### src/rtl/xadc_avg_filter.sv
// Per-channel moving-average filter for a 4-channel XADC sample stream.
// Each sample takes four cycles: accept, fetch oldest, update sum/history, emit.
module xadc_avg_filter #(
    parameter int AVG_LOG2 = 3
) (
    input  logic        clk,
    input  logic        rst,
    input  logic        s_valid,
    output logic        s_ready,
    input  logic [1:0]  s_chan,
    input  logic [11:0] s_data,
    output logic        m_valid,
    output logic [1:0]  m_chan,
    output logic [11:0] m_data,
    output logic [7:0]  duty0,
    output logic [7:0]  duty1,
    output logic [7:0]  duty2,
    output logic [7:0]  duty3
);
    localparam int DEPTH = 1 << AVG_LOG2;
    localparam int SW    = 12 + AVG_LOG2;

    localparam logic [1:0] ST_IDLE   = 2'd0;
    localparam logic [1:0] ST_FETCH  = 2'd1;
    localparam logic [1:0] ST_UPDATE = 2'd2;
    localparam logic [1:0] ST_EMIT   = 2'd3;

    logic [1:0]                        state_q, state_d;
    logic [1:0]                        chan_q, chan_d;
    logic [11:0]                       data_q, data_d;
    logic [11:0]                       old_q, old_d;
    logic [3:0][DEPTH-1:0][11:0]       hist_q, hist_d;
    logic [3:0][AVG_LOG2-1:0]          ptr_q, ptr_d;
    logic [3:0][SW-1:0]                sum_q, sum_d;
    logic                              m_valid_q, m_valid_d;
    logic [1:0]                        m_chan_q, m_chan_d;
    logic [11:0]                       m_data_q, m_data_d;
    logic [3:0][7:0]                   duty_q, duty_d;
    logic [SW-1:0]                     new_sum;

    always_comb begin
        state_d   = state_q;
        chan_d    = chan_q;
        data_d    = data_q;
        old_d     = old_q;
        hist_d    = hist_q;
        ptr_d     = ptr_q;
        sum_d     = sum_q;
        m_valid_d = 1'b0;
        m_chan_d  = m_chan_q;
        m_data_d  = m_data_q;
        duty_d    = duty_q;
        // Oldest sample is part of the sum, so subtracting first cannot underflow.
        new_sum   = (sum_q[chan_q] - SW'(old_q)) + SW'(data_q);

        case (state_q)
            ST_IDLE: begin
                if (s_valid) begin
                    chan_d  = s_chan;
                    data_d  = s_data;
                    state_d = ST_FETCH;
                end
            end
            ST_FETCH: begin
                old_d   = hist_q[chan_q][ptr_q[chan_q]];
                state_d = ST_UPDATE;
            end
            ST_UPDATE: begin
                sum_d[chan_q]                = new_sum;
                hist_d[chan_q][ptr_q[chan_q]] = data_q;
                ptr_d[chan_q]                = ptr_q[chan_q] + AVG_LOG2'(1);
                // Outputs are registered here so they appear during EMIT.
                m_valid_d                    = 1'b1;
                m_chan_d                     = chan_q;
                m_data_d                     = new_sum[SW-1:AVG_LOG2];
                duty_d[chan_q]               = new_sum[SW-1:AVG_LOG2+4];
                state_d                      = ST_EMIT;
            end
            ST_EMIT: begin
                state_d = ST_IDLE;
            end
            default: begin
                state_d = ST_IDLE;
            end
        endcase
    end

    always_ff @(posedge clk or posedge rst) begin
        if (rst) begin
            state_q   <= ST_IDLE;
            chan_q    <= '0;
            data_q    <= '0;
            old_q     <= '0;
            hist_q    <= '0;
            ptr_q     <= '0;
            sum_q     <= '0;
            m_valid_q <= 1'b0;
            m_chan_q  <= '0;
            m_data_q  <= '0;
            duty_q    <= '0;
        end else begin
            state_q   <= state_d;
            chan_q    <= chan_d;
            data_q    <= data_d;
            old_q     <= old_d;
            hist_q    <= hist_d;
            ptr_q     <= ptr_d;
            sum_q     <= sum_d;
            m_valid_q <= m_valid_d;
            m_chan_q  <= m_chan_d;
            m_data_q  <= m_data_d;
            duty_q    <= duty_d;
        end
    end

    assign s_ready = (state_q == ST_IDLE);
    assign m_valid = m_valid_q;
    assign m_chan  = m_chan_q;
    assign m_data  = m_data_q;
    assign duty0   = duty_q[0];
    assign duty1   = duty_q[1];
    assign duty2   = duty_q[2];
    assign duty3   = duty_q[3];
endmodule
### config.mk
export PLATFORM = sky130hd
export DESIGN_NAME = xadc_avg_filter
export DESIGN_NICKNAME = d
export VERILOG_FILES = /design/src/rtl/xadc_avg_filter.sv
export SDC_FILE = /design/constraint.sdc
export NUM_CORES = 1
export LEC_CHECK = 0
export ABC_AREA = 1
export CAP_MARGIN = 0
export CORE_UTILIZATION = 35
export CTS_BUF_LIST = sky130_fd_sc_hd__clkbuf_8
export CTS_CLUSTER_DIAMETER = 200
export DETAILED_ROUTE_END_ITERATION = 8
export PLACE_DENSITY_LB_ADDON = 0.15
export SETUP_SLACK_MARGIN = 0.5
export SLEW_MARGIN = 10
export SYNTH_ARGS = -nofsm -noshare
export SYNTH_HDL_FRONTEND = slang
export SYNTH_SLANG_ARGS = --single-unit
### constraint.sdc
create_clock -name clk -period 35.5 [get_ports clk]
set_clock_uncertainty 0.2 [all_clocks]
set_input_delay 7.1 -clock clk [delete_from_list [all_inputs] [get_ports clk]]
set_output_delay 7.1 -clock clk [all_outputs]
set_load 0.01 [all_outputs]
==> results.md, run 1 <==
- The global-route wire length before repair is 115000 µm.
- The total number of yosys warnings is 0.
- The number of pins with negative max-slew slack in the final report is 0.
- The post-cts repair resize count is 0.
- The setup path with the least slack is of type in -> async.
- The internal power contribution is 1.50 mW.
- The routed wirelength normalized by instance count is 19.3 µm.
- For this run, the leading register cell type out of synthesis is sky130_fd_sc_hd__dfrtp_1.
- Clock tree synthesis found a total of 499 sinks.
- Summed over all nets, the switching power comes to 1.39 mW.
- The first routing iteration left 1658 violations.
- After detailed routing, the number of remaining DRC violations is 0.
- The kind of cell with the highest combined delay along the critical path is buffers and inverters.
- The critical-path cell with the highest stage delay is sky130_fd_sc_hd__buf_4.
- The number of cells after detailed placement is 3699.
- The number of global-route vias before repair is 19012.
- The clock latency at the later pin of the worst-skew pair is 0.69 ns.
- The post-CTS clock slew at the launch and capture registers of the worst setup and hold paths is 0.05 ns.
- The detailed-route vias per instance is 5.10.
- In this run the cell area measured after placement is 0.0247 mm².
- The detailed-route via count is 19614.
- Setup repair after global routing left no endpoint under its margin.
- The instance count of the mapped netlist is 2970.
- The share of synthesized flip-flops with an asynchronous set or reset is 100%.
- The post-CTS setup repair buffer count is 0.
- The congestion estimate from routability-driven global placement came to 0.838.
- Dividing total power by cell area gives a power density of 109 mW/mm².
- The number of clock buffers added by TritonCTS is 88.
- The tightest min-delay check is of the reg -> reg type.
- In this run the number of H-tree levels came out at 3.
- In this run the remaining antenna-violating nets after routing total 0.
- The transition time at the pin with the least slew margin is 1.06 ns.
- The post-synthesis share of cell area spent on and, or, nand and nor gates is 28.3%.
- The mux cell area share after synthesis is 0%.
- 65 I/O pins were placed.
- The port buffer count is 64.
- The peak supply drop is 0.0606 mV.
- Yosys mapped a number of flops with a built-in enable equal to 0.
- The final worst-path cycle share is 29.3%.
- The synthesized netlist devotes 11.0% of its cell area to compound gates.
- From synthesis to final layout, the design area changed by 10.3%.
- The routed design could run at a clock period as short as 10.40 ns.
- TritonCTS built the clock tree.
- Combinational logic burns 50.3% of the power.
- The ratio of cells with drive above 1 in the final layout is 7.86%.
- Traced cell by cell, the critical path runs through clkdlybuf4s50_1, inv_8, buf_4, buf_4, buf_4.
- The normalized max-slew margin is 29.1%.
- The floorplan step defined a core boundary enclosing 0.0675 mm².
- The number of nets in the synthesized netlist is 3018.
- The remaining global-route overflow is 0.
- The cell occurring most often along the worst timing path is sky130_fd_sc_hd__buf_4.
- Dividing the synthesized area by the synthesized cell count gives 8.07 µm².
- The die height is 264 µm.
- The floorplan step defined a die boundary enclosing 0.0695 mm².
- The overall routed net length is 74200 µm.
- The static power due to leakage is 13.1 nW.
- The clock passes through at most 3 buffers.
- After synthesis the cells add up to 0.0240 mm².
- The repair_antennas step left the layout with diodes totalling 0.
- The run finished with clean final reports.
- Along the worst path, the maximum fanout reaches 118.
- The total count of hold-check failures in the final report is 0.
- The count of max-cap constraint violations is 0.
- Counting both buffers and inverters, the worst setup path holds a total of 5.
- The initial antenna violation count is 0.
- In this run, synthesis produced a sequential element count of 499.
- Synthesis instantiated 32 different standard cells from the library.
- The initial core utilization is 35.5%.
- The estimated wirelength of the detail-placed design is 43000 µm.
- Data on the critical path arrives at its endpoint at 10.76 ns.
- The clock root buffer is sky130_fd_sc_hd__clkbuf_8.
- The arithmetic-cell share of the synthesized area counting full adders, half adders and majority gates is 1.99%.
- After the flow finishes, the layout carries non-filler instances totaling 3849.
- The final instance area is 0.0264 mm².
- The number of nets in the finished design is 2964.
- The xor/xnor cell area share of the yosys netlist is 0.292%.
- Adding up every negative setup slack in the final design gives 0 ns.
- STA classifies the critical path startpoint as a primary input.
- For this run, the register share of the synthesized area comes to 52.1%.
- The largest family of logic cells by synthesized area is simple AND/OR/NAND/NOR gates.
- The achievable clock frequency is 96.1 MHz.
- At the end of the flow the core is filled with cells to 39.1%.
- The pin count of the biggest net entering global routing is 119.
- The maximum single-stage delay on the critical path is 0.85 ns.
- The part of the total power dissipated in the clock network is 18.1%.
- Setup violations remaining at the end of the flow were counted as 0.
- Buffers inserted to repair hold after CTS numbered 0.
- The minimum hold slack is 0.271 ns.
- The kind of end point of the critical path is an async pin.
- The total global-route track usage is 21.6%.
- The sequential group share of total power is 31.6%.
- The switching part of the total is 48.1%.
- The first detailed-routing pass took 7 iterations.
- Data on the critical path is required at its endpoint by 35.85 ns.
- The die boundary width is 264 µm.
- Row generation in the floorplan step produced 95 rows.
-- metal layers --
layer  share of wire, %  GRT usage (%)
met1                 45           28.8
met2                 46           34.9
met3                5.6           4.24
met4                3.0           7.37
met5                  0              0
-- flip-flops by register name, summed over array words and instances, names as in the netlist, 2 cells and up --
name     cells
ptr_q       12
m_data      12
sum_q       36
duty0        8
state_q      2
data_q      12
duty3        8
hist_q     384
chan_q       2
old_q       12
duty1        8
m_chan       2
-- worst min-delay path: cells and delay by family (launching register included) --
| family | cells | cell delay (ns) |
|---|---|---|
| AND/OR/NAND/NOR | 2 | 0.10 |
| flip-flops | 1 | 0.34 |
-- cell usage in the layout, fill, tap and decap left out, types with 3 or more instances in the layout --
cell type | netlist | layout
sky130_fd_sc_hd__nand4_1 | 3 | 3
sky130_fd_sc_hd__inv_2 | 6 | 7
sky130_fd_sc_hd__fa_1 | 12 | 12
sky130_fd_sc_hd__nor2_4 | 13 | 15
sky130_fd_sc_hd__nor2_1 | 164 | 162
sky130_fd_sc_hd__nor3_4 | 4 | 4
sky130_fd_sc_hd__nand2_1 | 1113 | 1112
sky130_fd_sc_hd__clkinv_2 | 0 | 3
sky130_fd_sc_hd__buf_4 | 48 | 33
sky130_fd_sc_hd__inv_1 | 63 | 94
sky130_fd_sc_hd__o21ai_2 | 30 | 30
sky130_fd_sc_hd__xor2_1 | 3 | 3
sky130_fd_sc_hd__ha_1 | 19 | 19
sky130_fd_sc_hd__clkbuf_8 | 0 | 109
sky130_fd_sc_hd__dfrtp_1 | 499 | 497
sky130_fd_sc_hd__clkinvlp_4 | 0 | 3
sky130_fd_sc_hd__a221oi_1 | 13 | 13
sky130_fd_sc_hd__nand2_2 | 20 | 21
sky130_fd_sc_hd__o21ai_0 | 193 | 193
sky130_fd_sc_hd__a22o_1 | 10 | 10
sky130_fd_sc_hd__o21ai_1 | 208 | 208
sky130_fd_sc_hd__xnor2_1 | 5 | 5
sky130_fd_sc_hd__a21oi_1 | 27 | 27
sky130_fd_sc_hd__nand3b_1 | 3 | 3
sky130_fd_sc_hd__clkdlybuf4s50_1 | 0 | 64
sky130_fd_sc_hd__nand3_1 | 311 | 311
-- final timing paths --
path                       slack, ns                 endpoint              startpoint  cells past startpoint
max in group clk               26.26                  s_ready  state_q[0]$_DFFE_PP0P_                      3
setup / recovery               25.10    chan_q[0]$_DFFE_PP0P_                     rst                      5
hold reg to reg                 0.27    sum_q[15]$_DFFE_PP0P_   sum_q[15]$_DFFE_PP0P_                      2
setup reg to reg               30.91     duty0[6]$_DFFE_PP0P_   chan_q[0]$_DFFE_PP0P_                     14
hold / removal                  0.27    sum_q[15]$_DFFE_PP0P_   sum_q[15]$_DFFE_PP0P_                      2
min in group asynchronous       6.80  hist_q[151]$_DFFE_PP0P_                     rst                      2
-- cells by family after synthesis --
| family | Yosys count |
|---|---|
| simple gates | 1636 |
| flops | 499 |
| compound gates | 486 |
| buf+inv | 310 |
| fa+ha+maj | 31 |
| xor+xnor | 8 |
-- power groups by stage --
stage / sequential (mW) / combinational [mW] / clock [mW]
after floorplan: 0.872 / 0.999 / 0
after global placement: 0.909 / 1.44 / 0
after detailed placement: 0.918 / 1.46 / 0
after CTS: 0.910 / 1.46 / 0.539
after global routing: 0.937 / 1.61 / 0.561
final: 0.911 / 1.45 / 0.522
-- synth_stat cells, types with 16 or more instances --
library cell               number  area share (%)
sky130_fd_sc_hd__o21ai_2       30             1.1
sky130_fd_sc_hd__o21ai_1      208             4.3
sky130_fd_sc_hd__clkbuf_1      83             1.3
sky130_fd_sc_hd__ha_1          19            0.99
sky130_fd_sc_hd__dfrtp_1      499              52
sky130_fd_sc_hd__o21ai_0      193             4.0
sky130_fd_sc_hd__a21oi_1       27            0.56
sky130_fd_sc_hd__nand3_1      311             6.5
sky130_fd_sc_hd__nand2_2       20            0.52
sky130_fd_sc_hd__buf_2         87             1.8
sky130_fd_sc_hd__nand2_1     1113              17
sky130_fd_sc_hd__nor2_1       164             2.6
sky130_fd_sc_hd__inv_1         63            0.99
sky130_fd_sc_hd__buf_1         16            0.25
sky130_fd_sc_hd__buf_4         48             1.5
-- through the flow --
step | setup WS, ns | power [mW]
finish | 25.10 | 2.89
global route | 24.49 | 3.11
CTS | 24.86 | 2.91
detailed placement | 24.15 | 2.37
global placement | 24.24 | 2.35
floorplan | 14.27 | 1.87
-- area by class of cell --
type	count	area, µm²
repair buffers	97	888
inverters	69	267
flip-flops and latches	499	12500
clock buffers	109	1500
clock inverters	41	195
well taps	873	1090
fillers	7059	41100
multi-input cells	2161	9990
(Power assumes the default switching activity.)
==> inputs of run 2 (changes only) <==
Clock period 35.5 ns to 9 ns, I/O delays scaled along.
==> run 2 against run 1 <==
Net effect:
- wire length grew 0.32%
- sequential cell count is the same
- via count grew 0.79%
- die area is the same
- sequential power grew to 4.0 times the previous value
- cell count shrank 0.29%
- design area shrank 0.35%
- clock-buffer cell count shrank 5
- setup slack lost 21 ns
- sequential share of layout area grew 0.17 points
- power grew to 3.9 times the previous value
==> results.md, run 2 (synthesis results as in run 1) <==
- TritonCTS built the clock tree.
- The level count of the clock H-tree is 3.
- The worst setup path is of the reg -> reg kind.
- The register with the most flip-flops in the layout has 384 of them.
- The total inserted antenna cells is 0.
- The utilization after layout is 39.0%.
- The number of nets in the finished design is 2960.
- STA classifies the critical path endpoint as a flip-flop.
- The core area is 0.0675 mm².
- Dividing the detail-routed wire length by the instance count gives 19.4 µm.
- The number of cells after detailed placement is 3694.
- Leaving out fill and tap cells, the most frequent cell in the layout is sky130_fd_sc_hd__nand2_1.
- In this run the most critical hold path is launched from m_chan[1]$_DFFE_PP0P_.
- Wires add up to 74500 µm.
- The final number of setup-violating endpoints is 0.
- The worst register-to-register path begins at chan_q[0]$_DFFE_PP0P_.
- Data arrives at the worst endpoint at 5.21 ns.
- The number of pins with negative max-slew slack in the final report is 0.
- The number of placed I/O pins is 65.
- The routability congestion estimate from global placement is 0.885.
- The count of TritonRoute iterations in the first routing pass is 6.
- The die outline area is 0.0695 mm².
- The signed area change from the synthesized netlist to the final layout is 9.88%.
- The remaining number of nets flagged by the antenna check after routing is 0.
- The static power due to leakage is 13.0 nW.
- For the pin with the worst max-slew slack, the measured transition is 1.15 ns.
- Setup repair after global routing left no endpoint under its margin.
- The total global-route track usage is 21.7%.
- In the layout the commonest cells are sky130_fd_sc_hd__nand2_1, sky130_fd_sc_hd__dfrtp_1, sky130_fd_sc_hd__nand3_1, sky130_fd_sc_hd__o21ai_1, sky130_fd_sc_hd__o21ai_0.
- The global-route wire length before repair is 117000 µm.
- The number of global-route vias before repair came to 19216.
- The total count of hold-check failures in the final report is 0.
- The post-CTS setup repair buffer count is 0.
- Clock-pin slew was measured on the worst setup and hold paths at 0.06 ns.
- Detailed routing inserted a total of 19769 vias.
- The largest registers in the layout are hist_q: 384 flops, sum_q: 36 flops.
- The initial antenna violation count is 0.
- In the routed design, unresolved DRC markers number 0.
- Row generation in the floorplan step produced 95 rows.
- Adding up every negative setup slack in the final design gives 0 ns.
- The startpoint of the most critical setup path is chan_q[0]$_DFFE_PP0P_.
- The estimated wirelength of the detail-placed design is 43800 µm.
- The non-filler instance count after layout is 3838.
- The normalized max-slew margin is 23.5%.
- The first routing iteration left 1610 violations.
- The worst path needs 4.88 ns of the cycle, external delays included.
- The detailed-route vias per instance is 5.15.
- TritonCTS created 89 clock buffers.
- The clock latency at the later pin of the worst-skew pair is 0.68 ns.
- The initial utilization of the core area, before any placement, comes to 35.5%.
- The power density over the cells is 428 mW/mm².
- The number of hold buffers added after CTS is 0.
- IR analysis of the VDD net gives a maximum drop of 0.278 mV.
- The pin count of the biggest net entering global routing is 170.
- The count of buffers added on input and output ports is 64.
- In the finished design, the share of the clock period the worst path needs comes to 54.2%.
- The remaining global-route overflow is 0.
- The ratio of cells with drive above 1 in the final layout is 7.76%.
- The number of sinks on the clock net is 499.
- The die boundary width is 264 µm.
- Ranked by flip-flop count, first place goes to hist_q.
- The path class of the lowest-slack min-delay path is reg -> reg.
- The flow ran to the end, and the final reports show no timing, DRC or antenna violations.
- The tree is rooted in a sky130_fd_sc_hd__clkbuf_8.
- STA puts the critical path data required time at 9.33 ns.
- Hold timing on the final database bottoms out at a slack of 0.275 ns.
- Across the run, the number of max-cap violations was 0.
- Along the worst path, the maximum fanout reaches 56.
- The die is 264 µm tall.
- The type of origin of the critical path is a flip-flop.
- The achievable clock frequency is 205 MHz.
- Counting along the longest clock path gives a buffer depth of 3.
- The post-cts repair resize count is 0.
-- run 2: changes by cell type in the layout (fill, tap and decap cells not counted) --
cell                        previous run  this run
sky130_fd_sc_hd__clkbuf_8            109       104
sky130_fd_sc_hd__bufinv_16             1         0
sky130_fd_sc_hd__clkinv_1              1         0
sky130_fd_sc_hd__inv_2                 7         8
sky130_fd_sc_hd__inv_1                94        88
sky130_fd_sc_hd__buf_4                33        25
sky130_fd_sc_hd__inv_8                 1         0
sky130_fd_sc_hd__buf_12                0         3
sky130_fd_sc_hd__clkinv_2              3         9
sky130_fd_sc_hd__inv_6                 0         1
-- run 2: layer usage --
layer  GRT usage [%]  share of wire, %
met2            34.6                46
met5               0                 0
met3            3.16               4.5
met4            7.46               2.9
met1            30.2                46
-- run 2: through the flow --
| step | total power, mW | setup WS [ns] | instance area [µm²] |
|---|---|---|---|
| after floorplan | 7.38 | 0.230 | 24000 |
| after global placement | 9.20 | 4.16 | 24700 |
| after detailed placement | 9.30 | 4.09 | 24700 |
| after CTS | 11.3 | 4.07 | 26300 |
| after global routing | 12.2 | 3.81 | 26300 |
| final | 11.3 | 4.12 | 26300 |
-- run 2: critical path: stages, from the launching register on --
cell,delay (ns)
sky130_fd_sc_hd__dfrtp_4,0.88
sky130_fd_sc_hd__inv_2,0.65
sky130_fd_sc_hd__nor2_4,0.31
sky130_fd_sc_hd__buf_4,0.47
sky130_fd_sc_hd__a22o_1,0.20
sky130_fd_sc_hd__a221oi_1,0.06
sky130_fd_sc_hd__fa_1,0.53
sky130_fd_sc_hd__inv_1,0.05
sky130_fd_sc_hd__ha_1,0.35
sky130_fd_sc_hd__a21oi_1,0.21
sky130_fd_sc_hd__inv_1,0.06
sky130_fd_sc_hd__nor2_1,0.10
sky130_fd_sc_hd__nand2_1,0.09
sky130_fd_sc_hd__xnor2_1,0.37
sky130_fd_sc_hd__o21ai_0,0.15
-- run 2: layout make-up --
| cell class | instances | area [µm²] |
|---|---|---|
| inverters | 69 | 263 |
| repair buffers | 92 | 888 |
| well taps | 873 | 1090 |
| flip-flops and latches | 499 | 12500 |
| multi-input cells | 2161 | 9990 |
| fillers | 7038 | 41200 |
| clock inverters | 40 | 174 |
| clock buffers | 104 | 1430 |
-- run 2: worst paths after layout --
check,slack [ns],to,depth (start not counted)
worst max-delay path,4.12,duty1[0]$_DFFE_PP0P_,14
worst min register to register,0.28,m_chan[1]$_DFFE_PP0P_,2
worst min-delay path,0.28,m_chan[1]$_DFFE_PP0P_,2
worst max register to register,4.12,duty1[0]$_DFFE_PP0P_,14
min in group asynchronous,1.44,hist_q[357]$_DFFE_PP0P_,2
max in group asynchronous,5.26,hist_q[148]$_DFFE_PP0P_,4
-- run 2: power by group --
part           leakage (nW)  internal, mW  switching (mW)
Clock                 0.937          1.04           0.953
Combinational          5.56          1.69            3.96
Sequential             6.54          3.10           0.543
